$ cat src/rtl/i2c_apb_regs_pkg.sv
// Shared register offsets, bit indices and reset constants for the I2C APB register file.
package i2c_apb_regs_pkg;

   localparam logic [6:0] ADDR_CTRL     = 7'h00;
   localparam logic [6:0] ADDR_STATUS   = 7'h04;
   localparam logic [6:0] ADDR_PRESCALE = 7'h08;
   localparam logic [6:0] ADDR_DATA     = 7'h0C;
   localparam logic [6:0] ADDR_IRQ_EN   = 7'h10;
   localparam logic [6:0] ADDR_IRQ_STAT = 7'h14;
   localparam logic [6:0] ADDR_SLV_ADDR = 7'h2C;

   localparam int CTRL_EN    = 0;
   localparam int CTRL_START = 1;
   localparam int CTRL_STOP  = 2;
   localparam int CTRL_RW    = 3;

   localparam int STAT_TX_EMPTY = 0;
   localparam int STAT_TX_FULL  = 1;
   localparam int STAT_RX_EMPTY = 2;
   localparam int STAT_RX_FULL  = 3;
   localparam int STAT_BUSY     = 4;
   localparam int STAT_ACK_ERR  = 5;
   localparam int STAT_TX_OVF   = 6;
   localparam int STAT_RX_OVF   = 7;

   localparam logic [15:0] PRESCALE_RST = 16'h0063;

endpackage

$ cat src/rtl/i2c_sync_fifo.sv
// Synchronous FIFO with wrap-bit pointers; a push into a full FIFO succeeds only alongside a pop.
module i2c_sync_fifo #(
   parameter int DEPTH = 16,
   parameter int WIDTH = 8
) (
   input  logic             pclk,
   input  logic             prst,
   input  logic             push,
   input  logic [WIDTH-1:0] wdata,
   input  logic             pop,
   output logic [WIDTH-1:0] head,
   output logic             full,
   output logic             empty,
   output logic             ovf
);

   localparam int AW = $clog2(DEPTH);

   logic [AW:0]      wr_ptr;
   logic [AW:0]      rd_ptr;
   logic [WIDTH-1:0] mem [DEPTH];
   logic             do_push;
   logic             do_pop;

   assign empty   = (wr_ptr == rd_ptr);
   assign full    = (wr_ptr[AW] != rd_ptr[AW]) && (wr_ptr[AW-1:0] == rd_ptr[AW-1:0]);
   assign do_pop  = pop & ~empty;
   assign do_push = push & (~full | do_pop);
   assign ovf     = push & ~do_push;
   assign head    = mem[rd_ptr[AW-1:0]];

   // NOTE: sequential state uses non-blocking assignments so every flop samples pre-edge values.
   always_ff @(posedge pclk) begin
      if (prst) begin
         wr_ptr <= '0;
         rd_ptr <= '0;
      end else begin
         if (do_push) wr_ptr <= wr_ptr + (AW+1)'(1);
         if (do_pop)  rd_ptr <= rd_ptr + (AW+1)'(1);
      end
   end

   // NOTE: storage is not reset; the pointers alone define which entries are valid.
   always_ff @(posedge pclk) begin
      if (do_push) mem[wr_ptr[AW-1:0]] <= wdata;
   end

endmodule

$ cat src/rtl/i2c_apb_regs.sv
// APB register file for the I2C controller: CTRL, STATUS, PRESCALE, DATA (FIFO window), SLV_ADDR.
// Define I2C_REGS_IRQ_EN to add IRQ_EN/IRQ_STAT and a registered interrupt output.
module i2c_apb_regs #(
   parameter int          FIFO_DEPTH   = 16,
   parameter logic [15:0] PRESCALE_RST = 16'h0063
) (
   input  logic        pclk,
   input  logic        prst,
   input  logic        psel,
   input  logic        penable,
   input  logic        pwrite,
   input  logic [31:0] paddr,
   input  logic [31:0] pwdata,
   output logic [31:0] prdata,
   output logic [7:0]  tx_data,
   output logic        tx_valid,
   input  logic        tx_ready,
   input  logic [7:0]  rx_data,
   input  logic        rx_valid,
   input  logic        core_busy,
   input  logic        core_ack_err,
   output logic        ctrl_en,
   output logic        ctrl_start,
   output logic        ctrl_stop,
   output logic        ctrl_rw,
   output logic [15:0] prescale,
   output logic [6:0]  slv_addr,
   output logic        irq
);

   import i2c_apb_regs_pkg::*;

   logic [6:0] addr;
   logic       wr_acc, rd_acc;
   logic       wr_ctrl, wr_status, wr_presc, wr_data, wr_slv, rd_data;
   logic       tx_full, tx_empty, tx_ovf_evt;
   logic       rx_full, rx_empty, rx_ovf_evt;
   logic [7:0] rx_head;
   logic       ack_err, tx_ovf, rx_ovf;
   logic [7:0] status;
   logic       unused_bits;

   assign addr      = paddr[6:0];
   assign wr_acc    = psel & penable & pwrite;
   assign rd_acc    = psel & penable & ~pwrite;
   assign wr_ctrl   = wr_acc && (addr == ADDR_CTRL);
   assign wr_status = wr_acc && (addr == ADDR_STATUS);
   assign wr_presc  = wr_acc && (addr == ADDR_PRESCALE);
   assign wr_data   = wr_acc && (addr == ADDR_DATA);
   assign wr_slv    = wr_acc && (addr == ADDR_SLV_ADDR);
   assign rd_data   = rd_acc && (addr == ADDR_DATA);
   assign unused_bits = ^{paddr[31:7], pwdata[31:16]};

   i2c_sync_fifo #(.DEPTH(FIFO_DEPTH), .WIDTH(8)) u_tx_fifo (
      .pclk(pclk), .prst(prst), .push(wr_data), .wdata(pwdata[7:0]), .pop(tx_ready),
      .head(tx_data), .full(tx_full), .empty(tx_empty), .ovf(tx_ovf_evt)
   );

   i2c_sync_fifo #(.DEPTH(FIFO_DEPTH), .WIDTH(8)) u_rx_fifo (
      .pclk(pclk), .prst(prst), .push(rx_valid), .wdata(rx_data), .pop(rd_data),
      .head(rx_head), .full(rx_full), .empty(rx_empty), .ovf(rx_ovf_evt)
   );

   assign tx_valid = ~tx_empty;

   // Sticky flags: a set in the same cycle as a write-1-to-clear wins.
   always_ff @(posedge pclk) begin
      if (prst) begin
         ctrl_en    <= 1'b0;
         ctrl_rw    <= 1'b0;
         ctrl_start <= 1'b0;
         ctrl_stop  <= 1'b0;
         prescale   <= PRESCALE_RST;
         slv_addr   <= '0;
         ack_err    <= 1'b0;
         tx_ovf     <= 1'b0;
         rx_ovf     <= 1'b0;
      end else begin
         ctrl_start <= wr_ctrl & pwdata[CTRL_START];
         ctrl_stop  <= wr_ctrl & pwdata[CTRL_STOP];
         if (wr_ctrl) begin
            ctrl_en <= pwdata[CTRL_EN];
            ctrl_rw <= pwdata[CTRL_RW];
         end
         if (wr_presc) prescale <= pwdata[15:0];
         if (wr_slv)   slv_addr <= pwdata[6:0];
         ack_err <= core_ack_err | (ack_err & ~(wr_status & pwdata[STAT_ACK_ERR]));
         tx_ovf  <= tx_ovf_evt   | (tx_ovf  & ~(wr_status & pwdata[STAT_TX_OVF]));
         rx_ovf  <= rx_ovf_evt   | (rx_ovf  & ~(wr_status & pwdata[STAT_RX_OVF]));
      end
   end

   always_comb begin
      status                = '0;
      status[STAT_TX_EMPTY] = tx_empty;
      status[STAT_TX_FULL]  = tx_full;
      status[STAT_RX_EMPTY] = rx_empty;
      status[STAT_RX_FULL]  = rx_full;
      status[STAT_BUSY]     = core_busy;
      status[STAT_ACK_ERR]  = ack_err;
      status[STAT_TX_OVF]   = tx_ovf;
      status[STAT_RX_OVF]   = rx_ovf;
   end

`ifdef I2C_REGS_IRQ_EN
   logic [3:0] irq_en;
   logic [3:0] irq_stat;

   assign irq_stat = {tx_ovf | rx_ovf, ack_err, ~rx_empty, tx_empty};

   always_ff @(posedge pclk) begin
      if (prst) begin
         irq_en <= '0;
         irq    <= 1'b0;
      end else begin
         if (wr_acc && (addr == ADDR_IRQ_EN)) irq_en <= pwdata[3:0];
         irq <= |(irq_en & irq_stat);
      end
   end
`else
   assign irq = 1'b0;
`endif

   // NOTE: prdata gets a default before the case so no path can infer a latch.
   always_comb begin
      prdata = '0;
      case (addr)
         ADDR_CTRL:     prdata = {28'b0, ctrl_rw, 2'b00, ctrl_en};
         ADDR_STATUS:   prdata = {24'b0, status};
         ADDR_PRESCALE: prdata = {16'b0, prescale};
         ADDR_DATA:     prdata = rx_empty ? 32'b0 : {24'b0, rx_head};
         ADDR_SLV_ADDR: prdata = {25'b0, slv_addr};
`ifdef I2C_REGS_IRQ_EN
         ADDR_IRQ_EN:   prdata = {28'b0, irq_en};
         ADDR_IRQ_STAT: prdata = {28'b0, irq_stat};
`endif
         default:       prdata = '0;
      endcase
   end

endmodule

$ cat config.mk
export PLATFORM = sky130hd
export DESIGN_NAME = i2c_apb_regs
export DESIGN_NICKNAME = d
export VERILOG_FILES = /design/src/rtl/i2c_apb_regs_pkg.sv /design/src/rtl/i2c_sync_fifo.sv /design/src/rtl/i2c_apb_regs.sv
export SDC_FILE = /design/constraint.sdc
export NUM_CORES = 1
export LEC_CHECK = 0
export ABC_AREA = 1
export CAP_MARGIN = 10
export CORE_UTILIZATION = 56
export DETAILED_ROUTE_END_ITERATION = 7
export GPL_TIMING_DRIVEN = 0
export PLACE_DENSITY_LB_ADDON = 0.25
export SKIP_CTS_REPAIR_TIMING = 1
export SYNTH_ARGS = -nofsm -noshare
export SYNTH_HDL_FRONTEND = slang
export SYNTH_SLANG_ARGS = --single-unit
$ cat constraint.sdc
create_clock -name pclk -period 3.05 [get_ports pclk]
set_clock_uncertainty 0.15 [all_clocks]
set_input_delay 0.7625 -clock pclk [delete_from_list [all_inputs] [get_ports pclk]]
set_output_delay 0.7625 -clock pclk [all_outputs]
set_load 0.05 [all_outputs]
==> results of run 1 <==
power by group through the flow:
stage | Clock (mW) | Combinational (mW) | Sequential [mW]
after floorplan | 0 | 0.317 | 4.75
after global placement | 0 | 0.556 | 4.76
after detailed placement | 0 | 0.566 | 4.76
after CTS | 3.64 | 0.569 | 4.67
after global routing | 3.82 | 0.713 | 4.67
final | 3.63 | 0.676 | 4.67
state kept, by name (all words and copies together) (netlist names), 5 cells and up, named ones only:
name / cells
u_rx_fifo.rd_ptr: 5
u_rx_fifo.mem: 128
u_rx_fifo.wr_ptr: 5
u_tx_fifo.rd_ptr: 5
u_tx_fifo.mem: 128
prescale: 16
u_tx_fifo.wr_ptr: 5
slv_addr: 7
stage by stage:
| stage | util [%] | worst slack, ns |
|---|---|---|
| floorplan | - | 0.190 |
| global placement | 63.0 | -1.09 |
| detailed placement | 63.2 | -1.12 |
| CTS | 67.3 | -1.14 |
| global route | 70.9 | -0.178 |
| finish | 70.9 | -0.106 |
cell families (layout without fill, tap and decap cells):
logic type	after synthesis	count (layout)
xor gates and xnor gates	16	16
AOI/OAI and AO/OA	268	268
and+or+nand+nor	431	431
DFF	314	314
adders and majority gates	10	10
buffers and inverters	206	389
other	1	17
layer usage:
layer	up-vias	part of all wire, %
li1	4652	-
met1	4703	40
met2	497	49
met3	78	8.3
met4	0	3.2
met5	-	0
placed cells by master (no fill, tap or decap), types with 9 or more instances in the layout:
cell               n
edfxtp_1         256
nor2_1           131
nand2_1          124
inv_1            107
nand3_1           80
o21ai_0           75
o211ai_1          68
a21oi_1           64
clkdlybuf4s50_1   59
dfxtp_1           54
buf_4             46
clkbuf_16         34
o21ai_1           29
nand2_2           28
buf_6             27
o21ai_2           25
clkbuf_1          21
buf_2             20
nor3_1            18
inv_2             17
nor2_2            17
conb_1            17
dlymetal6s2s_1    14
nor2_4            11
xor2_1            10
ha_1              10
buf_8              9
how the worst max path moves through the flow:
stage	start	to	slack, ns	cells after the start
floorplan	paddr[5]	prdata[5]	0.19	10
global placement	paddr[5]	prdata[0]	-1.09	12
detailed placement	paddr[5]	prdata[0]	-1.12	12
CTS	paddr[5]	prdata[0]	-1.14	12
global route	flop	prdata[0]	-0.18	10
finish	flop	prdata[0]	-0.11	11
final cells by class:
type                            count  area (µm²)  share of cell area (%)
Buffer                             78         609                    3.65
Sequential cell                   314        8860                    53.0
Tap cell                          319         399                    2.39
Timing Repair inverter              1        8.76                  0.0525
Timing Repair Buffer              127        1280                    7.70
Clock inverter                     13         110                   0.659
Inverter                          127         495                    2.97
Clock buffer                       43         841                    5.04
Multi-Input combinational cell    742        4090                    24.5
tightest hold or removal path, delay by kind of cell (launching register included):
kind | cells | cell delay [ns]
DFF | 1 | 0.31
AOI/OAI and AO/OA | 1 | 0.05
and+or+nand+nor | 1 | 0.06
==> flow_metrics.py, run 1 <==
metrics = {
    "clock_tree": {
        "cts.sinks": 314,
        "path_clk_slew_ns": 0.06,
        "cts_tree": "yes",
        "cts_buffers": 31,
        "cts_max_path_buffers": 3,
        "clk_root_buffer_cell": "clkbuf_16",
        "clock_latency_ns": 0.56,
        "ctsHtreeMaxLevel": 1,
    },
    "grt": {
        "met3_usage_pct": 3.58,
        "busiest_layer": "met2",
        "grt-ovfl-total": 0,
        "grt_first_pass_wirelength_um": 51700,
        "gr-usage-met1_pct": 38.4,
        "use_met2_pct": 47.5,
        "grt_max_degree": 20,
        "grt_pass1_vias": 9061,
        "antenna_found_initial": 0,
        "grt_usage_pct": 28.5,
    },
    "setup_path": {
        "r2r_cells": 9,
        "cp_data_required_time_ns": 2.14,
        "path_cells": "buf_6 > buf_12 > buf_6 > a21oi_1 > o21ai_0 > nand3_1 > nand3_1 > nand2_1 > nand2_1 > nand2_2 > buf_6",
        "cp_slowest_cell": "dfxtp_4",
        "critPathBufInv": 4,
        "worstPathArrival_ns": 2.24,
        "rr_startpoint": "u_rx_fifo.wr_ptr[2]",
        "critPathKind": "flop to output port",
        "end_kind": "output port",
        "rr_endpoint": "u_rx_fifo.mem[2][6]",
        "crit_fanout": 7,
        "critical_path.top_delay_family": "buffers and inverters",
        "crit_path_frequent_cell": "buf_6",
        "cpPeakStageDelay_ns": 0.36,
        "reg2reg_setup_slack_ns": 0.45,
        "start_kind": "flop",
    },
    "pwr": {
        "pwr-share-comb_pct": 7.5,
        "finalPower_mw": 8.98,
        "internal_power_mw": 6.96,
        "p_sw_share_pct": 22.5,
        "power_leakage_nw": 6.27,
        "ir_worst_vdd_uv": 481,
        "p_per_area_mw_per_mm2": 538,
        "pwr-share-clk_pct": 40.5,
        "seq_power_share_pct": 52.0,
        "power.net_switching_mw": 2.02,
    },
    "synth": {
        "synth.distinct_cells": 33,
        "synth_warnings": 0,
        "synth_area_mm2": 0.0135,
        "synth_area_leader_cell": "edfxtp_1",
        "ys_seq_area_share_pct": 65.7,
        "synth_most_common_cell": "edfxtp_1",
        "synth_edf_count": 256,
        "synthTopCellsByArea": "edfxtp_1 (57%), dfxtp_1 (8.6%), o21ai_0 (4.6%)",
        "synth_compound_area_share_pct": 11.3,
        "netlist_instances": 1246,
        "synthAdderAreaFrac_pct": 0.929,
        "synthTopCellsByCount": "edfxtp_1 (256), nor2_1 (152), nand2_1 (142), o21ai_0 (124), inv_1 (115)",
        "synth_simple_gate_area_share_pct": 14.4,
        "synth-seq-cells": 314,
        "synthMuxAreaShare_pct": 0,
        "synth_top_area_share_pct": 57.1,
        "synth_top_flop_cell": "edfxtp_1",
        "synth_top_family_by_area": "simple AND/OR/NAND/NOR gates",
        "syn_area_per_cell_um2": 10.8,
        "synthArstFlopShare_pct": 0,
        "synth_xor_area_share_pct": 1.04,
    },
    "hold_path": {
        "holdPathStages": 2,
        "hp-class": "flop to flop",
        "hp-start": "rx_ovf",
        "hold-path-endpoint": "rx_ovf",
    },
    "sta": {
        "period_needed_ns": 3.16,
        "holdWs_ns": 0.317,
        "finalSetupTns_ns": -0.564,
        "relSlewSlack_pct": 17.0,
        "hold_viol_final": 0,
        "fin_ws_ns": -0.106,
        "grt_setup_unrepaired": "yes",
        "drv_slew": 0,
        "worstMarginPinSlew_ns": 1.24,
        "timing.final.crit_share_pct": 103,
        "fmax_mhz": 317,
        "finalSetupViolations": 10,
    },
    "die": {
        "design.core.area_mm2": 0.0235,
        "die_x_um": 157,
        "initial_utilization_pct": 57.2,
        "rows": 56,
        "die_area_mm2": 0.0247,
        "die_h_um": 157,
        "io_pins": 150,
    },
    "routing": {
        "route.detailed.drc": 0,
        "num_vias": 9930,
        "wl_um": 35800,
        "ant_nets": 0,
        "drt_iter0_markers": 891,
        "via_per_inst": 5.63,
        "drtPass1Iterations": 5,
        "wire_per_inst_um": 20.3,
    },
    "final_layout": {
        "area_growth_pct": 24.0,
        "antennaDiodeCount": 0,
        "stdcell_area_mm2": 0.0167,
        "fill_cells": 1714,
        "drive_gt1_share_pct": 20.3,
        "finalNonFillerCells": 1764,
        "nets": 1513,
    },
    "outcome": {
        "failed_checks": "negative setup slack",
        "status": "finished with violations",
    },
    "placement": {
        "dp_cells": 1680,
        "hpwlAfterDp_um": 24100,
        "finalWeightedCongestion": 0.917,
        "port-buffer-count": 91,
        "placed_area_mm2": 0.0149,
    },
    "job": {
        "cap_violations": 0,
    },
}
Note: power is estimated with default switching activity, not from simulation.
==> run 2, diff against run 1 <==
--- a/config.mk
+++ b/config.mk
@@ -11,6 +11,7 @@
 export DETAILED_ROUTE_END_ITERATION = 7
 export GPL_TIMING_DRIVEN = 0
 export PLACE_DENSITY_LB_ADDON = 0.25
+export REMOVE_ABC_BUFFERS = 1
 export SKIP_CTS_REPAIR_TIMING = 1
 export SYNTH_ARGS = -nofsm -noshare
 export SYNTH_HDL_FRONTEND = slang
==> flow_metrics.py, run 2 (synthesis results as in run 1) <==
metrics = {
    "clock_tree": {
        "cts.sinks": 314,
        "clock_latency_ns": 0.56,
        "cts_max_path_buffers": 3,
        "cts_buffers": 31,
        "clk_root_buffer_cell": "clkbuf_16",
        "path_clk_slew_ns": 0.07,
        "cts_tree": "yes",
        "ctsHtreeMaxLevel": 1,
    },
    "sta": {
        "worstMarginPinSlew_ns": 1.14,
        "relSlewSlack_pct": 23.2,
        "grt_setup_unrepaired": "yes",
        "fmax_mhz": 325,
        "period_needed_ns": 3.07,
        "timing.final.crit_share_pct": 101,
        "holdWs_ns": 0.317,
        "finalSetupViolations": 1,
        "drv_slew": 0,
        "hold_viol_final": 0,
        "fin_ws_ns": -0.0224,
    },
    "setup_path": {
        "cp_data_required_time_ns": 2.14,
        "rr_endpoint": "u_rx_fifo.mem[4][7]",
        "cp-endpoint": "prdata[2]",
        "rr_startpoint": "u_rx_fifo.wr_ptr[2]",
        "r2r_cells": 7,
        "crit_fanout": 27,
        "critPathKind": "flop to output port",
        "start_kind": "flop",
        "reg2reg_setup_slack_ns": 0.57,
        "worstPathArrival_ns": 2.16,
        "end_kind": "output port",
    },
    "grt": {
        "antenna_found_initial": 0,
        "grt_pass1_vias": 8770,
        "grt-ovfl-total": 0,
        "grt_max_degree": 106,
        "grt_usage_pct": 24.8,
        "grt_first_pass_wirelength_um": 46800,
    },
    "routing": {
        "drtPass1Iterations": 5,
        "wire_per_inst_um": 19.4,
        "num_vias": 9680,
        "route.detailed.drc": 0,
        "via_per_inst": 5.67,
        "drt_iter0_markers": 861,
        "wl_um": 33200,
        "ant_nets": 0,
    },
    "final_layout": {
        "multi_input_area_mm2": 0.00392,
        "fill_cells": 1645,
        "final_common_cell": "edfxtp_1",
        "drive_gt1_share_pct": 15.6,
        "regArea_mm2": 0.00889,
        "finalNonFillerCells": 1706,
        "final_cell_mix": "edfxtp_1 (256), nor2_1 (147), nand2_1 (134), o21ai_0 (122), inv_1 (107)",
        "area_growth_pct": 20.9,
        "antennaDiodeCount": 0,
        "nets": 1453,
    },
    "pwr": {
        "ir_worst_vdd_uv": 575,
        "p_per_area_mw_per_mm2": 548,
        "seq_power_share_pct": 52.3,
        "power_leakage_nw": 6.02,
        "pwr-share-clk_pct": 41.3,
        "power.net_switching_mw": 2.00,
        "internal_power_mw": 6.92,
        "pwr-share-comb_pct": 6.4,
        "p_sw_share_pct": 22.4,
    },
    "placement": {
        "dp_cells": 1597,
        "dpl_worst_slack_ns": -1.09,
        "hpwlAfterDp_um": 18700,
        "port-buffer-count": 91,
        "finalWeightedCongestion": 0.832,
    },
    "die": {
        "rows": 56,
        "design.core.area_mm2": 0.0235,
        "io_pins": 150,
        "die_x_um": 157,
        "initial_utilization_pct": 57.2,
        "die_h_um": 157,
        "die_area_mm2": 0.0247,
    },
    "job": {
        "cap_violations": 0,
    },
    "hold_path": {
        "hp-class": "flop to flop",
    },
    "outcome": {
        "status": "finished with violations",
        "failed_checks": "negative setup slack",
    },
}
run 2: worst min path at each step:
| stage | cells after the start | to | start |
|---|---|---|---|
| CTS | 2 | prescale[10] | prescale[10] |
| finish | 2 | prescale[10] | prescale[10] |
| global route | 2 | prescale[10] | prescale[10] |
| floorplan | 2 | rx_ovf | rx_ovf |
| detailed placement | 2 | prescale[10] | prescale[10] |
| global placement | 2 | prescale[9] | prescale[9] |
run 2: stage by stage:
stage	utilization, %	instance area [µm²]	setup TNS, ns	total power [mW]
floorplan	-	13100	-10.79	5.04
global placement	61.3	14400	-160.28	5.25
detailed placement	61.7	14500	-151.30	5.26
CTS	65.9	15500	-34.52	8.89
global route	69.2	16300	-0.448	9.15
finish	69.2	16300	-0.0224	8.92
run 2: metal layers:
layer / track usage [%] / share of wire, % / up-vias
li1: - / - / 4516
met3: 3.91 / 8.7 / 64
met2: 41.1 / 48 / 482
met1: 34.0 / 41 / 4618
met4: 7.35 / 2.2 / 0
met5: 0 / 0 / -
run 2: cell type report:
cell class | instances | share of cell area (%)
clock buffer | 42 | 5.14
clock inverter | 16 | 0.907
inverter | 127 | 3.18
multi-input combinational | 742 | 24.1
sequential | 314 | 54.6
tap | 319 | 2.45
timing repair buffer | 144 | 9.49
timing repair inverter | 2 | 0.169
run 2: power by group through the flow:
stage	Clock [mW]	Combinational (mW)	Sequential, mW
after global routing	3.87	0.610	4.67
after floorplan	0	0.264	4.77
final	3.68	0.567	4.67
after CTS	3.72	0.497	4.68
after detailed placement	0	0.494	4.77
after global placement	0	0.461	4.79
run 2: worst max-delay path, cell delays in order, from the launching register on:
cell and delay, ns:
dfxtp_4 0.41, buf_16 0.19, a21oi_1 0.18, o21ai_0 0.11, nand3_1 0.14, nand3_2 0.13, nand2_1 0.11, nand2_1 0.05
nand2_1 0.11, buf_6 0.17
==> run 3, diff against run 2 <==
--- a/config.mk
+++ b/config.mk
@@ -16,3 +16,4 @@
 export SYNTH_ARGS = -nofsm -noshare
 export SYNTH_HDL_FRONTEND = slang
 export SYNTH_SLANG_ARGS = --single-unit
+export TNS_END_PERCENT = 1
==> flow_metrics.py, run 3 (synthesis results as in run 1) <==
metrics = {
    "pwr": {
        "power.net_switching_mw": 1.96,
        "power_leakage_nw": 5.68,
        "internal_power_mw": 6.90,
        "p_sw_share_pct": 22.1,
        "seq_power_share_pct": 52.7,
        "p_per_area_mw_per_mm2": 558,
        "ir_worst_vdd_uv": 569,
        "pwr-share-comb_pct": 6.0,
        "pwr-share-clk_pct": 41.4,
    },
    "sta": {
        "fmax_mhz": 307,
        "worstMarginPinSlew_ns": 0.991,
        "fin_ws_ns": -0.211,
        "grt_setup_unrepaired": "yes",
        "finalSetupTns_ns": -1.59,
        "hold_viol_final": 0,
        "period_needed_ns": 3.26,
        "finalSetupViolations": 14,
        "holdWs_ns": 0.319,
        "drv_slew": 0,
        "timing.final.crit_share_pct": 107,
        "relSlewSlack_pct": 33.7,
    },
    "clock_tree": {
        "clk_root_buffer_cell": "clkbuf_16",
        "cts_buffers": 31,
        "cts.sinks": 314,
        "path_clk_slew_ns": 0.06,
        "cts_max_path_buffers": 3,
        "cts_tree": "yes",
        "clock_latency_ns": 0.56,
        "ctsHtreeMaxLevel": 1,
    },
    "routing": {
        "drt_iter0_markers": 875,
        "drtPass1Iterations": 5,
        "wire_per_inst_um": 18.2,
        "via_per_inst": 5.57,
        "route.detailed.drc": 0,
        "wl_um": 30600,
        "ant_nets": 0,
        "num_vias": 9362,
    },
    "setup_path": {
        "end_kind": "output port",
        "cpPeakStageDelay_ns": 0.52,
        "cp_slowest_cell": "clkdlybuf4s50_1",
        "path_cells": "clkdlybuf4s50_1 > nand2_2 > nor2_4 > nand4_1 > inv_2 > nand2_1 > nand2_1 > nor2_1 > nand2_1 > buf_6",
        "r2r_cells": 7,
        "crit_path_frequent_cell": "nand2_1",
        "critPathKind": "input pin to output port",
        "worstPathArrival_ns": 2.35,
        "rr_startpoint": "u_tx_fifo.wr_ptr[2]",
        "cp_data_required_time_ns": 2.14,
        "critPathBufInv": 3,
        "reg2reg_setup_slack_ns": 0.57,
        "critical_path.top_delay_family": "buffers and inverters",
        "rr_endpoint": "u_tx_fifo.mem[13][7]",
        "start_kind": "input pin",
        "crit_fanout": 7,
        "crit_start": "paddr[3]",
    },
    "job": {
        "cap_violations": 0,
    },
    "outcome": {
        "status": "finished with violations",
        "failed_checks": "negative setup slack",
    },
    "die": {
        "die_area_mm2": 0.0247,
        "die_h_um": 157,
        "io_pins": 150,
        "design.core.area_mm2": 0.0235,
        "die_x_um": 157,
        "rows": 56,
        "initial_utilization_pct": 57.2,
    },
    "grt": {
        "grt_first_pass_wirelength_um": 46800,
        "antenna_found_initial": 0,
        "grt_pass1_vias": 8770,
        "grt_max_degree": 106,
        "grt_usage_pct": 24.8,
        "grt-ovfl-total": 0,
    },
    "placement": {
        "port-buffer-count": 91,
        "finalWeightedCongestion": 0.832,
        "placed_area_mm2": 0.0145,
        "dpl_worst_slack_ns": -1.09,
        "hpwlAfterDp_um": 18700,
    },
    "hold_path": {
        "hold-path-endpoint": "prescale[8]",
        "holdPathStages": 2,
        "hp-class": "flop to flop",
        "hp-start": "prescale[8]",
    },
    "final_layout": {
        "final_cell_mix": "edfxtp_1 (256), nor2_1 (142), nand2_1 (139), o21ai_0 (122), inv_1 (109)",
        "final_common_cell": "edfxtp_1",
        "nets": 1429,
        "drive_gt1_share_pct": 13.1,
        "final_util_pct": 67.5,
        "area_growth_pct": 18.0,
        "stdcell_area_mm2": 0.0159,
        "antennaDiodeCount": 0,
    },
}
run 3: area by class of cell:
class	instances	area, µm²
clock buffers	42	837
inverters	127	515
flip-flops and latches	314	8870
repair buffers	122	1240
well taps	319	399
fillers	1699	7650
clock inverters	16	148
multi-input cells	742	3880
run 3: worst reg2reg max path, cell delays in order (launching register included):
cell and delay (ns):
dfxtp_1 0.51, xor2_1 0.27, nor2_4 0.09, nand4_4 0.12
nand2_4 0.07, inv_2 0.13, nand2_2 0.12, nor2_1 0.64
run 3: metrics by stage:
step	total power, mW	std cells
after floorplan	5.04	1183
after global placement	5.25	1593
after detailed placement	5.26	1597
after CTS	8.89	1655
after global routing	9.12	1682
final	8.86	1682
run 3: how the worst max path moves through the flow:
stage	endpoint	slack, ns	cells after the start
3_5_place_dp	prdata[0]	-1.09	8
4_1_cts	tx_data[4]	-1.66	9
6_report	prdata[2]	-0.21	10
2_1_floorplan	prdata[1]	-0.98	6
3_3_place_gp	prdata[6]	-2.64	7
5_1_grt	prdata[1]	-0.31	11
run 3: power groups by stage:
| stage | sequential [mW] | clock (mW) | combinational [mW] |
|---|---|---|---|
| CTS | 4.68 | 3.72 | 0.497 |
| floorplan | 4.77 | 0 | 0.264 |
| global route | 4.67 | 3.87 | 0.574 |
| detailed placement | 4.77 | 0 | 0.494 |
| finish | 4.67 | 3.67 | 0.528 |
| global placement | 4.79 | 0 | 0.461 |
run 3: routing by layer:
metal / track usage (%) / up-vias / wire [µm]
met5: 0 / - / 0
met4: 7.35 / 0 / 728
met3: 3.91 / 58 / 2260
met2: 41.1 / 374 / 14800
met1: 34.0 / 4466 / 12800
li1: - / 4464 / -
